$ cat config.mk
export PLATFORM = sky130hd
export DESIGN_NAME = cflog_tx_streamer
export DESIGN_NICKNAME = d
export VERILOG_FILES = /design/src/rtl/cflog_pkg.sv /design/src/rtl/cflog_byte_sel.sv /design/src/rtl/cflog_tx_streamer.sv
export SDC_FILE = /design/constraint.sdc
export NUM_CORES = 1
export LEC_CHECK = 0
export CAP_MARGIN = 20
export CORE_MARGIN = 4
export CORE_UTILIZATION = 53
export CTS_BUF_LIST = sky130_fd_sc_hd__clkbuf_8
export CTS_CLUSTER_SIZE = 30
export DETAILED_ROUTE_END_ITERATION = 10
export GPL_ROUTABILITY_DRIVEN = 0
export GPL_TIMING_DRIVEN = 0
export PLACE_DENSITY_LB_ADDON = 0.05
export SYNTH_ARGS = -nofsm -noshare
export SYNTH_HDL_FRONTEND = slang
export SYNTH_SLANG_ARGS = --single-unit
$ cat constraint.sdc
create_clock -name clk -period 2.2 [get_ports clk]
set_input_delay 0.44 -clock clk [delete_from_list [all_inputs] [get_ports clk]]
set_output_delay 0.44 -clock clk [all_outputs]
set_load 0.02 [all_outputs]
$ cat src/rtl/cflog_pkg.sv
// Shared types and helpers for the CF-log UART byte streamer.
package cflog_pkg;

    typedef enum logic [3:0] {
        IDLE, HDR, READ, LATCH, SEND, WAIT_TRIG, WAIT_DONE, NEXT, CKSUM, FIN
    } state_t;

    // Source of the byte currently presented on tx_byte (framed builds only).
    typedef enum logic [1:0] {K_PAY, K_SYNC, K_CNT, K_CK} kind_t;

    localparam logic [7:0] CFLOG_SYNC = 8'hA5;

    function automatic logic [7:0] byte_pick(input logic [63:0] word,
                                             input logic [3:0]  nb,
                                             input logic [2:0]  idx,
                                             input logic        msb_first);
        logic [2:0] pos;
        pos = msb_first ? 3'(nb - 4'd1 - {1'b0, idx}) : idx;
        return word[{pos, 3'b000} +: 8];
    endfunction

endpackage

$ cat src/rtl/cflog_byte_sel.sv
// Combinational byte mux: picks byte idx of a log entry in transmit order.
module cflog_byte_sel
    import cflog_pkg::*;
#(
    parameter int WORD_W    = 16,
    parameter int MSB_FIRST = 1,
    parameter int IDX_W     = 1
) (
    input  logic [WORD_W-1:0] word,
    input  logic [IDX_W-1:0]  idx,
    output logic [7:0]        sel
);

    assign sel = byte_pick(64'(word), 4'(WORD_W / 8), 3'(idx), MSB_FIRST != 0);

endmodule

$ cat src/rtl/cflog_tx_streamer.sv
// Streams a run of log RAM entries byte-by-byte into omsp_uart.
// Build option CFLOG_FRAME_EN adds an A5/count header and an XOR checksum trailer.
module cflog_tx_streamer
    import cflog_pkg::*;
#(
    parameter int WORD_W      = 16,
    parameter int ADDR_W      = 8,
    parameter int MSB_FIRST   = 1,
    parameter int TIMEOUT_CYC = 1023
) (
    input  logic              clk,
    input  logic              puc_rst_n,
    input  logic              acfa_nmi,
    input  logic [ADDR_W-1:0] base_addr,
    input  logic [ADDR_W:0]   word_count,
    output logic              rd_en,
    output logic [ADDR_W-1:0] rd_addr,
    input  logic [WORD_W-1:0] rd_data,
    output logic              data_tx_wr,
    output logic [7:0]        tx_byte,
    input  logic              tx_triggered,
    input  logic              tx_done,
    output logic              busy,
    output logic              done,
    output logic              err_timeout
);

    localparam int NB    = WORD_W / 8;
    localparam int IDX_W = (NB > 1) ? $clog2(NB) : 1;
    localparam int CNT_W = ADDR_W + 1;
    localparam int TMO_W = $clog2(TIMEOUT_CYC + 1);
    localparam logic [IDX_W-1:0] LAST_IDX = IDX_W'(NB - 1);
    localparam logic [TMO_W-1:0] TMO_MAX  = TMO_W'(TIMEOUT_CYC);

    state_t             state, state_n;
    logic [ADDR_W-1:0]  addr;
    logic [CNT_W-1:0]   rem;
    logic [IDX_W-1:0]   idx;
    logic [WORD_W-1:0]  shreg;
    logic [TMO_W-1:0]   tcnt;
    logic [7:0]         sel_byte;
    logic               in_wait, tmo_hit, last_byte, more_words, pay_phase;

    cflog_byte_sel #(.WORD_W(WORD_W), .MSB_FIRST(MSB_FIRST), .IDX_W(IDX_W)) u_sel (
        .word (shreg),
        .idx  (idx),
        .sel  (sel_byte)
    );

    assign in_wait    = (state == WAIT_TRIG) || (state == WAIT_DONE);
    assign tmo_hit    = (tcnt == TMO_MAX);
    assign last_byte  = (idx == LAST_IDX);
    assign more_words = (rem > CNT_W'(1));

    assign rd_en      = (state == READ);
    assign rd_addr    = addr;
    assign data_tx_wr = (state == SEND);
    assign busy       = (state != IDLE);
    assign done       = (state == FIN);

`ifdef CFLOG_FRAME_EN
    kind_t      kind;
    logic [7:0] cksum;
    localparam state_t PAY_END = CKSUM;

    assign pay_phase = (kind == K_PAY);

    always_comb begin
        case (kind)
            K_SYNC:  tx_byte = CFLOG_SYNC;
            K_CNT:   tx_byte = 8'(rem);
            K_CK:    tx_byte = cksum;
            default: tx_byte = sel_byte;
        endcase
    end

    always_ff @(posedge clk or negedge puc_rst_n) begin
        if (!puc_rst_n) begin
            kind  <= K_PAY;
            cksum <= '0;
        end else if (state != IDLE && state_n == IDLE) begin
            kind <= K_PAY;
        end else begin
            case (state)
                IDLE:  if (acfa_nmi) begin kind <= K_SYNC; cksum <= '0; end
                SEND:  if (kind == K_PAY) cksum <= cksum ^ tx_byte;
                NEXT:  if (kind == K_SYNC) kind <= K_CNT;
                       else if (kind == K_CNT) kind <= K_PAY;
                CKSUM: kind <= K_CK;
                default: ;
            endcase
        end
    end
`else
    localparam state_t PAY_END = FIN;

    assign pay_phase = 1'b1;
    assign tx_byte   = sel_byte;
`endif

    always_ff @(posedge clk or negedge puc_rst_n) begin
        if (!puc_rst_n) state <= IDLE;
        else            state <= state_n;
    end

    always_comb begin
        state_n = state;
        case (state)
            IDLE: if (acfa_nmi) begin
`ifdef CFLOG_FRAME_EN
                state_n = HDR;
`else
                state_n = (word_count == '0) ? FIN : READ;
`endif
            end
            HDR:   state_n = SEND;
            READ:  state_n = LATCH;
            LATCH: state_n = SEND;
            SEND:  state_n = WAIT_TRIG;
            WAIT_TRIG: begin
                if (tx_triggered) state_n = tx_done ? NEXT : WAIT_DONE;
                else if (tmo_hit) state_n = IDLE;
            end
            WAIT_DONE: begin
                if (tx_done)      state_n = NEXT;
                else if (tmo_hit) state_n = IDLE;
            end
            NEXT: begin
`ifdef CFLOG_FRAME_EN
                if (kind == K_SYNC)     state_n = HDR;
                else if (kind == K_CNT) state_n = (rem == '0) ? CKSUM : READ;
                else if (kind == K_CK)  state_n = FIN;
                else
`endif
                if (!last_byte)      state_n = SEND;
                else if (more_words) state_n = READ;
                else                 state_n = PAY_END;
            end
            CKSUM:   state_n = SEND;
            FIN:     state_n = IDLE;
            default: state_n = IDLE;
        endcase
    end

    always_ff @(posedge clk or negedge puc_rst_n) begin
        if (!puc_rst_n) begin
            addr        <= '0;
            rem         <= '0;
            idx         <= '0;
            shreg       <= '0;
            tcnt        <= '0;
            err_timeout <= 1'b0;
        end else begin
            err_timeout <= in_wait && tmo_hit && (state_n == IDLE);
            // Timeout window restarts on every entry into a wait state.
            if (state_n != state)        tcnt <= '0;
            else if (in_wait && !tmo_hit) tcnt <= tcnt + TMO_W'(1);
            case (state)
                IDLE: if (acfa_nmi) begin
                    addr <= base_addr;
                    rem  <= word_count;
                end
                LATCH: begin
                    shreg <= rd_data;
                    idx   <= '0;
                end
                NEXT: if (pay_phase) begin
                    if (!last_byte) idx <= idx + IDX_W'(1);
                    else if (more_words) begin
                        rem  <= rem - CNT_W'(1);
                        addr <= addr + ADDR_W'(1);
                    end
                end
                default: ;
            endcase
        end
    end

endmodule

# Yosys cells after proc, flatten, opt, wreduce, memory -nomap -nowiden
# Cells that the tools add are included.
op_classes:
  add_sub_neg: 5
  magnitude_cmp: 1
  n_eq_ne: 14
  n_shift: 1
  mux: 21
  reduce_logical: 14
ops:
  columns: ["operator", "n"]
  rows:
  - ["$shiftx A64 B7 Y8", 1]
  - ["$mux W4", 7]
  - ["$pmux W4 S7", 1]
  - ["$mux W9", 3]
  - ["$mux W8", 3]
  - ["$mux W10", 2]
  - ["$pmux W9 S2", 1]
  - ["$eq A4 B3 Y1 const B", 4]
  - ["$pmux W8 S2", 1]
  - ["$add A10 B1 Y10 const B", 1]
  - ["$eq A10 B10 Y1 const B", 1]
  - ["$gt A9 B1 Y1 const B", 1]
  - ["$logic_not A9 Y1", 1]
  - ["$sub A9 B1 Y9 const B", 1]
  - ["$add A8 B1 Y8 const B", 1]
  - ["$eq A4 B2 Y1 const B", 2]
  - ["$eq A4 B4 Y1 const B", 2]
  - ["$logic_not A4 Y1", 2]
  - ["$ne A2 B2 Y1 const B", 3]
  - ["$reduce_bool A2 Y1", 3]
  - ["$eq A4 B1 Y1 const B", 1]
  - ["$ne A4 B4 Y1", 1]
  - ["$reduce_and A4 Y1", 1]
  - ["$reduce_bool A4 Y1", 1]
  - ["other kinds (8)", 11]
word_totals:
  regBits: 49
  in_bits: 38
  word_cells: 63

# Logic depth before layout (Yosys ltp)
depth:
  ltp_word: 6
  depth_mapped: 8
  depth_no_buf: 7

# Cells and area by module
# A second synthesis with hierarchy kept.
unflattened:
  cells_unflattened: 289
  hier_area_um2: 2934.1
by_module_without_submodules:
  columns: ["module", "instances", "cells_each", "area_per_inst_um2", "seq_area_each_um2"]
  rows:
  - ["cflog_tx_streamer", 1, 280, 2802.7, 1226.2]
  - ["cflog_byte_sel", 1, 9, 131.4, 0.0]

# Worst setup path before layout
# No wires, ideal clock.
synth_path:
  path_kind: "register to register"
  startpoint: "register tcnt[0]"
  endpoint: "register tcnt[9]"
  setup_ps: 138
  t_arrival_ps: 1817
  required_ps: 2062
  setup_slack_ps: 245
  stages_incl_launch_ff: 8
  n_path_buf: 0
  period_less_slack_ps: 1955
  cell_sequence: "dfrtp_1 -> ha_1 -> and4_4 -> a311oi_4 -> nand4_4 -> nor3_2 -> xnor2_1 -> nor3_2"
synth_via:
  elab_chain_cells: 6
synth_lines:
  columns: ["element", "line_no", "text"]
  rows:
  - ["start: declaration", "cflog_tx_streamer.sv:40", "logic [TMO_W-1:0] tcnt;"]
  - ["start signal: assignment", "cflog_tx_streamer.sv:157", "else if (in_wait && !tmo_hit) tcnt <= tcnt + TMO_W'(1);"]
  - ["$eq A10 B10 Y1", "cflog_tx_streamer.sv:51", "assign tmo_hit = (tcnt == TMO_MAX);"]
  - ["$mux W4", "cflog_tx_streamer.sv:122, cflog_tx_streamer.sv:126", null]
  - ["$mux W4, on equally long branches", "cflog_tx_streamer.sv:125, cflog_tx_streamer.sv:121", null]
  - ["$pmux W4 S7", "cflog_tx_streamer.sv:108", "case (state)"]
  - ["$ne A4 B4 Y1", "cflog_tx_streamer.sv:156", "if (state_n != state) tcnt <= '0;"]
  - ["$mux W10 / $reduce_bool A2 Y1 (equally long branches)", null, null]
# Several ways; a longest one is shown, not always the timed one. The select of a mux whose other input is x is not followed.
# A chain may end at the register's enable or synchronous reset.

# Worst setup path after layout
layout_path:
  startpoint: "register state[0]"
  endpoint: "output rd_en"
layout_via:
  elab_chain_cells: 1
layout_lines:
  columns: ["element", "line_no", "text"]
  rows:
  - ["start: declaration", "cflog_tx_streamer.sv:35", "state_t state, state_n;"]
  - ["start signal: assignment", "cflog_tx_streamer.sv:103", "else state <= state_n;"]
  - ["$eq A4 B2 Y1", "cflog_tx_streamer.sv:55", "assign rd_en = (state == READ);"]
  - ["end: declaration", "cflog_tx_streamer.sv:16", "output logic rd_en,"]
# Every way passes these cells.

==> key figures <==
STA
  – Final setup skew: 0.01224 ns
  – Slew Viols, Final: 0
  – Crit share post-route: 96.33%
  – Hold Vio Cnt, Final: 0
  – Fin Setup TNS: 0 ns
  – Actual slew at the worst max-slew pin: 0.5399 ns
  – Maximum clock frequency: 471.9 MHz
  – Hold_ws: ~0.015 ns
  – Final count of negative-setup-slack endpoints: 0
  – Tmin final: 2.119 ns
  – Slew HR: 64.01%

Synthesis
  – Synth warn: 0
  – Top cell type's share of synthesized area: 43.32%
  – Synth Cell Area: 2830 um^2
  – Post-Syn Nets: ~320
  – Syn_area_per_cell: 10.04 um^2
  – FFs w/ async S/R, synth: 100.0%
  – Mapped Cells: 282
  – Largest area contributor in the netlist: dfrtp_1
  – Most used DFF post-synth: dfrtp_1
  – Ranking of synthesized cells by area: dfrtp_1 43%, mux2_2 9.5%, o21ai_0 4.6%
  – EDFF count, synth: 0
  – #FFs+latches synth: 49
  – Synth cell types: 55
  – Post-synthesis sequential area ratio: 43.32%

Worst setup path
  – CP Max Fanout: 10
  – CP peak stage delay: 0.47 ns
  – Slowest cell on crit path: dfrtp_1
  – Sort of element at the start of the critical path: flip-flop
  – Crit Path Category: reg2out
  – Data required, critical path: about 1.8 ns
  – CP Capture Type: primary output
  – CP Cell Sequence: buf_6, nand2b_1, nor3_1, dlygate4sd2_1
  – Critical Path Start: state[0]
  – Worst Path Arrival: 1.68 ns
  – Reg2Reg Launch Point: tcnt[0]

Clocking
  – Clock sink count: between 40 and 50
  – Root buffer cell: clkbuf_8
  – Worst-path clk slew: between 0.1 and 0.15 ns
  – CTS tree: built
  – Hold-fix buffers at CTS: 0
  – Clk buf depth: 2
  – Clk_lat worst skew: 0.32 ns
  – Number of buffers created by CTS: 5
  – H-tree depth: 2

Global routing
  – Largest net degree at the start of global routing: 36
  – Vias in the first global route: 2,471
  – First-pass GRT wire length: between 10,000 and 15,000 um
  – Gr usage total: 22.42%
  – GRT overflow: 0
  – Initial antenna violation count: 0

Drt
  – DRC viols: 0
  – DRT iter0 DRCs: 117
  – Antenna viol nets, final: 0
  – Routed vias: 2,441
  – 1st-pass router iterations: 4
  – Final wirelength: 6860 um
  – DR WL/cell: 16.18 um
  – Via-per-instance ratio: between 5 and 6

Layout
  – Layout area overhead: 33.07%
  – Layout cells sized above 1: between 20% and 30%
  – Fin nets: 395
  – Design area: ~3800 um^2
  – Diodes inserted: 0

Pwr
  – Pleak: 1.521 nW
  – Pwr Density: ~1400 nW/um^2
  – Maximum vdd drop: 836.7 uV

Die
  – Die area: 6573 um^2
  – Core area: 5140 um^2
  – Standard-cell rows: 26
  – Chip height: 81.08 um
  – DIE WIDTH: 81.08 um
  – Initial Util: 55.06%
  – Top Ports: 59

Flow run
  – Max_cap viols: 0

Status
  – Outcome: finished, final reports clean

Place
  – Dpl cell area: 3513 um^2
  – Buffers on Ports: between 50 and 60
  – HPWL Detailed: 4843 um

Worst hold path
  – Worst min path class: in2async
==> synth_stat cells (all sizes together) (3+ instances only) <==
cell / count
dfrtp: 49
o21ai: 29
mux2: 24
nor3: 22
nor2: 19
a21oi: 13
nand2: 13
nand3: 13
buf: 12
inv: 8
nand2b: 6
xor2: 6
nor4: 5
xnor2: 5
a2bb2oi: 4
a31oi: 4
and3: 4
ha: 4
nand4: 4
o22ai: 4
clkbuf: 3
==> registers in the layout (all words and copies together), names as in the netlist <==
register / cells
rem: 9
err_timeout: 1
tcnt: 10
rd_addr: 8
shreg: 16
idx: 1
state: 4
==> cell type report <==
type	count	area, um^2
clock buffer	5	68.82
multi-input combinational	210	1589
timing repair buffer	64	634.4
sequential	49	1229
tap	70	87.58
inverter	8	30.03
buffer	15	98.84
fill	413	1374
clock inverter	3	28.78
==> per-stage QoR <==
stage	worst slack [ns]	std cells	power (W)	utilization [%]
2_1_floorplan	0.2445	282	0.003348	-
3_5_place_dp	-0.4085	411	0.004248	68.35
4_1_cts	-0.01771	421	0.004891	71.08
5_1_grt	-0.04942	424	0.005472	73.27
6_report	0.08070	424	0.005114	73.27
3_3_place_gp	-0.7450	410	0.004200	68.06
==> critical path: cells and delay by family (launching register included) <==
family,cells,cell delay (ns)
buf+inv,2,0.55
flops,1,0.47
simple gates,2,0.35
==> what timing repair did <==
| item | in CTS | in global routing |
|---|---|---|
| pin swaps | 0 | 3 |
| buffers inserted | 2 | 3 |
| gates resized for setup | 18 | 20 |
| setup endpoints to repair | 23 | 24 |
==> routing by layer <==
| layer | wire length [um] | share of wire [%] | GRT usage [%] |
|---|---|---|---|
| met2 | 3330 | 49 | 35.39 |
| met4 | 99 | 1.4 | 7.770 |
| met5 | 0 | 0 | 0 |
| met3 | 414 | 6.0 | 4.767 |
| met1 | 3016 | 44 | 30.64 |
==> report_power, final <==
part,switching [W],total (W),internal [W]
registers,0.000322,0.00157,0.00125
logic,0.00157,0.00295,0.00138
clock network,0.000353,0.000592,0.000239
total,0.00225,0.00511,0.00287
==> cell usage in the layout (no fill, tap or decap), drive strengths merged, types with 5 or more instances in the layout <==
master | netlist | final
a21oi | 13 | 13
buf | 12 | 17
clkbuf | 3 | 10
clkdlybuf4s50 | 0 | 45
dfrtp | 49 | 49
dlygate4sd2 | 0 | 11
inv | 8 | 10
mux2 | 24 | 24
nand2 | 13 | 13
nand2b | 6 | 6
nand3 | 13 | 13
nor2 | 19 | 19
nor3 | 22 | 22
nor4 | 5 | 5
o21ai | 29 | 29
xnor2 | 5 | 5
xor2 | 6 | 6
==> path summary, 6_finish.rpt <==
check | end | depth (start not counted) | slack, ns
worst max register to register | tcnt[0] | 8 | 0.11
worst min register to register | shreg[11] | 1 | 0.52
worst max-delay path | rd_en | 4 | 0.08
max in group asynchronous | tcnt[1] | 2 | 1.67
worst min-delay path | state[2] | 1 | 0.02
min in group clk | shreg[11] | 1 | 0.52
==> cells by family after synthesis <==
kind of cell / count (synthesis) / synth area share (%)
AOI/OAI and AO/OA: 68 / 16.00
xor gates and xnor gates: 11 / 4.333
DFF: 49 / 43.32
buffers and inverters: 23 / 4.200
muxes: 26 / 10.26
and+or+nand+nor: 101 / 20.12
adders and majority gates: 4 / 1.768
Power figures use the tool's default switching activity.
